### src/rtl/logic_timer_arbiter.sv
// logic_timer_arbiter: round-robin sharing of one countdown timer among several clients
module logic_timer_arbiter #(
    parameter int REQUESTERS  = 4,
    parameter int TIMER_WIDTH = 32,
    localparam int OWNER_WIDTH = (REQUESTERS > 1) ? $clog2(REQUESTERS) : 1
) (
    input  logic                              aclk,
    input  logic                              areset_n,
    input  logic [REQUESTERS-1:0]             req_tvalid,
    input  logic [REQUESTERS*TIMER_WIDTH-1:0] req_tdata,
    output logic [REQUESTERS-1:0]             req_tready,
    output logic [REQUESTERS-1:0]             evt_tvalid,
    input  logic [REQUESTERS-1:0]             evt_tready,
    output logic                              timer_config_tvalid,
    output logic [TIMER_WIDTH-1:0]            timer_config_tdata,
    output logic                              timer_config_tlast,
    input  logic                              timer_config_tready,
    input  logic                              timer_tvalid,
    input  logic                              timer_tlast,
    output logic                              timer_tready,
    output logic                              busy,
    output logic [OWNER_WIDTH-1:0]            owner
);
    typedef enum logic [1:0] {IDLE, LOAD, RUN, NOTIFY} state_t;
    state_t state, state_next;
    logic [OWNER_WIDTH-1:0] last_grant, winner, idx;
    logic [TIMER_WIDTH-1:0] count, sel_data;
    logic found, accept, evt_ack;
    // pick the first requester after the previous grant, wrapping around
    always_comb begin
        found = 1'b0;
        winner = '0;
        idx = '0;
        sel_data = '0;
        for (int k = 1; k <= REQUESTERS; k++) begin
            idx = OWNER_WIDTH'((int'(last_grant) + k) % REQUESTERS);
            if (!found && req_tvalid[idx]) begin
                found = 1'b1;
                winner = idx;
                sel_data = req_tdata[int'(idx)*TIMER_WIDTH +: TIMER_WIDTH];
            end
        end
    end
    // handshake decodes and next-state logic
    always_comb begin
        state_next = IDLE;
        accept = (state == IDLE) && found;
        evt_ack = (state == NOTIFY) && evt_tready[owner];
        req_tready = REQUESTERS'(accept) << winner;
        evt_tvalid = REQUESTERS'(state == NOTIFY) << owner;
        timer_config_tvalid = (state == LOAD);
        timer_config_tdata = count;
        timer_config_tlast = 1'b1;
        timer_tready = (state == RUN);
        state_next = (state == IDLE)   ? (accept ? ((sel_data == '0) ? NOTIFY : LOAD) : IDLE) :
                     (state == LOAD)   ? (timer_config_tready ? RUN : LOAD) :
                     (state == RUN)    ? ((timer_tvalid && timer_tlast) ? NOTIFY : RUN) :
                     (state == NOTIFY) ? (evt_ack ? IDLE : NOTIFY) : IDLE;
    end
    // state, ownership and loaded count registers
    always_ff @(posedge aclk) begin
        if (!areset_n) begin
            state <= IDLE;
            last_grant <= OWNER_WIDTH'(REQUESTERS - 1);
            owner <= '0;
            count <= '0;
            busy <= 1'b0;
        end else begin
            state <= state_next;
            busy <= (state_next != IDLE);
            if (accept) begin
                owner <= winner;
                count <= sel_data;
                last_grant <= winner;
            end
        end
    end
endmodule

### config.mk
export PLATFORM = sky130hd
export DESIGN_NAME = logic_timer_arbiter
export DESIGN_NICKNAME = d
export VERILOG_FILES = /design/src/rtl/logic_timer_arbiter.sv
export SDC_FILE = /design/constraint.sdc
export NUM_CORES = 1
export LEC_CHECK = 0
export CAP_MARGIN = 20
export CORE_ASPECT_RATIO = 0.8
export CORE_MARGIN = 2
export CORE_UTILIZATION = 50
export DETAILED_ROUTE_END_ITERATION = 16
export PLACE_DENSITY = 0.85
export SETUP_SLACK_MARGIN = 0.2
export SYNTH_ARGS = -nofsm -noshare
export SYNTH_HDL_FRONTEND = slang
export SYNTH_SLANG_ARGS = --single-unit
### constraint.sdc
create_clock -name aclk -period 8.7 [get_ports aclk]
set_clock_uncertainty 0.1 [all_clocks]
set_input_delay 1.74 -clock aclk [delete_from_list [all_inputs] [get_ports aclk]]
set_output_delay 1.74 -clock aclk [all_outputs]
set_load 0.02 [all_outputs]
==> run summary <==
Routability cong. - 0.867
Via density - 6.52
Clock sink count - 39
Yosys warning count - 0
CP Launch Type - primary input
Cell family contributing the most delay on the critical path - buffers and inverters
Pleak - 3.40 nW
Post-Synth Adder-Cell Area - 0
Cell Chain, Critical Path - clkdlybuf4s50_1, nor2_1, a211oi_4, buf_4, nand2_1, nor2_1, clkdlybuf4s50_1
Final slew viol count - 0
Layout cells sized above 1 - 0.0852
Top_reg_cell synth - dfxtp_1
RSZ-0062 raised after global routing - no
WP buf/inv - 3
Async S/R FF share, synth - 0
Mux share of post-synthesis cell area - 0.352
Number of flops mapped to enable cells by yosys - 0
Final min period - 6130 ps
Dpl hpwl - 13,100 um
Global route overflow - 0
Post-Syn Area per Cell - 8.33 um^2
Status - finished, final reports clean
Cell Pwr Density - 163 nW/um^2
Clk buf depth - 2
Inserted Diodes - 0
Unique masters post-synth - 57
IO Count - 187
Synth Area in Compound Gates - 0.269
Hold buffer count at CTS - 0
Worst min path class - register to register
Cts repair resizes - 0
Final hold vios - 0
Die height - 95.1 um
Crit path max fanout - 64
Post-synth net total - 764
Worst setup EP type - output pin
Placed inst area - 6930 um^2
Max stage delay on crit path - 700 ps
Drt wl/cell - 20.3 um
#FFs+latches synth - 39
Syn-to-layout area delta - 37.1%
Finished Cell Area - 7120 um^2
Seq/Total Area, Yosys - 0.150
WP data arrival - 4290 ps
Setup TNS - 0 ps
Fmax - 163 MHz
DR vias - 5,892
Die ar. - 11,200 um^2
Xor/xnor share of the synthesized area - 0
Vias in the first global route - 5,432
Final wirelength - 18,300 um
CTS root buffer - clkbuf_16
Pre-CTS WS - 2610 ps
DRC violations left - 0
Final Cycle Share - 0.705
Design Power - 1.16 mW
Setup WS post-layout - 2570 ps
CP max stage cell - clkdlybuf4s50_1
CTS tree - yes
Global Route Usage Sum - 0.306
WP data required - 6860 ps
VDD IR max - 0.104 mV
Flop-to-flop setup slack - 3970 ps
Largest net degree at the start of global routing - 90
Row cnt - 33
Setup repair bufs after CTS - 0
Fin nets - 903
Synthesized area - 5190 um^2
Core area - 10,200 um^2
Crit Path Category - primary input to output pin
Number of I/O port buffers - 185
DR pass1 iterations - 5
Skew-Pair Late Insertion Delay - 280 ps
Largest family of logic cells by synthesized area - multiplexers
Inserted Clock Buffers - 5
Initial Util - 0.511
Syn Inst Count - 623
Die width - 118 um
Worst slew margin - 0.264
Max-cap viol count - 0
Post-route ant nets - 0
Worst-margin pin slew - 1100 ps
Post-Synth Simple-Gate Area - 0.146
DRT iter0 DRCs - 599
Final setup fails - 0
H-tree Lvls - 2
Clock slew at reported path FFs - 60 ps
Initial antenna violation count - 0
First-pass GRT wire length - 27,700 um
layer usage:
| metal | vias to the layer above | GRT usage | share of wire |
|---|---|---|---|
| met2 | 346 | 0.499 | 0.47 |
| met3 | 33 | 0.0484 | 0.097 |
| met5 | - | 0 | 0 |
| met4 | 0 | 0.0914 | 0.017 |
| li1 | 2696 | - | - |
| met1 | 2817 | 0.420 | 0.42 |
logic make-up after synthesis:
family,after synthesis
muxes,161
AOI/OAI and AO/OA,178
buffers and inverters,76
DFF,39
other,1
and+or+nand+nor,168
report_power, final:
part | internal [mW] | switching [mW] | leakage (nW)
combinational | 0.331 | 0.361 | 2.99
sequential | 0.214 | 0.0428 | 0.324
clock | 0.137 | 0.0777 | 0.0844
total | 0.682 | 0.481 | 3.40
synthesized netlist by cell type, drive strengths merged (9+ instances only):
| cell | number | share of area |
|---|---|---|
| a21oi | 13 | 0.013 |
| nand2b | 9 | 0.011 |
| o21ai | 12 | 0.014 |
| buf | 43 | 0.058 |
| a211oi | 10 | 0.014 |
| nor2 | 46 | 0.033 |
| dfxtp | 39 | 0.15 |
| o22ai | 44 | 0.053 |
| mux2 | 22 | 0.048 |
| inv | 12 | 0.0087 |
| nand2 | 75 | 0.054 |
| o211a | 27 | 0.052 |
| mux2i | 124 | 0.24 |
| clkbuf | 21 | 0.015 |
| mux4 | 15 | 0.065 |
| a2111oi | 20 | 0.037 |
worst paths after layout:
kind,startpoint,endpoint,cells past startpoint
setup / recovery,req_tvalid[0],req_tready[1],7
hold / removal,timer_config_tdata[20],timer_config_tdata[20],2
setup reg to reg,last_grant[0],state[1],10
hold reg to reg,timer_config_tdata[20],timer_config_tdata[20],2
metrics by stage:
step                std cells  hold slack, ps   util
global route              903             421  0.701
global placement          893             369  0.682
detailed placement        893             383  0.682
CTS                       901             398  0.699
finish                    903             395  0.701
floorplan                 623             441      -
layout make-up:
| cell class | instances | area [um^2] |
|---|---|---|
| tap | 140 | 175 |
| clock buffer | 5 | 125 |
| sequential | 39 | 788 |
| fill | 807 | 3040 |
| timing repair buffer | 196 | 1940 |
| clock inverter | 3 | 47.5 |
| inverter | 12 | 45.0 |
| multi-input combinational | 508 | 4000 |
registers in the layout, summed over array words and instances (netlist names):
| register | count |
|---|---|
| timer_config_tdata | 32 |
| last_grant | 2 |
| state | 2 |
| busy | 1 |
| owner | 2 |
cell usage in the layout, fill, tap and decap left out, drive strengths merged, types with 15 or more instances in the layout:
cell type      count
mux4              15
mux2              22
nor2              46
nand2             75
clkdlybuf4s50    185
mux2i            124
dfxtp             39
o22ai             44
a2111oi           20
o211a             27
worst register-to-register path: stages (launching register included):
cell       delay, ps
dfxtp_4          790
buf_4            720
buf_4            720
mux2i_1          410
nand2_1          110
a32o_1           310
a2111oi_1        700
nand4_1          170
nor4_1           300
nand4_1          160
o21ai_1          170
Power figures use the tool's default switching activity.
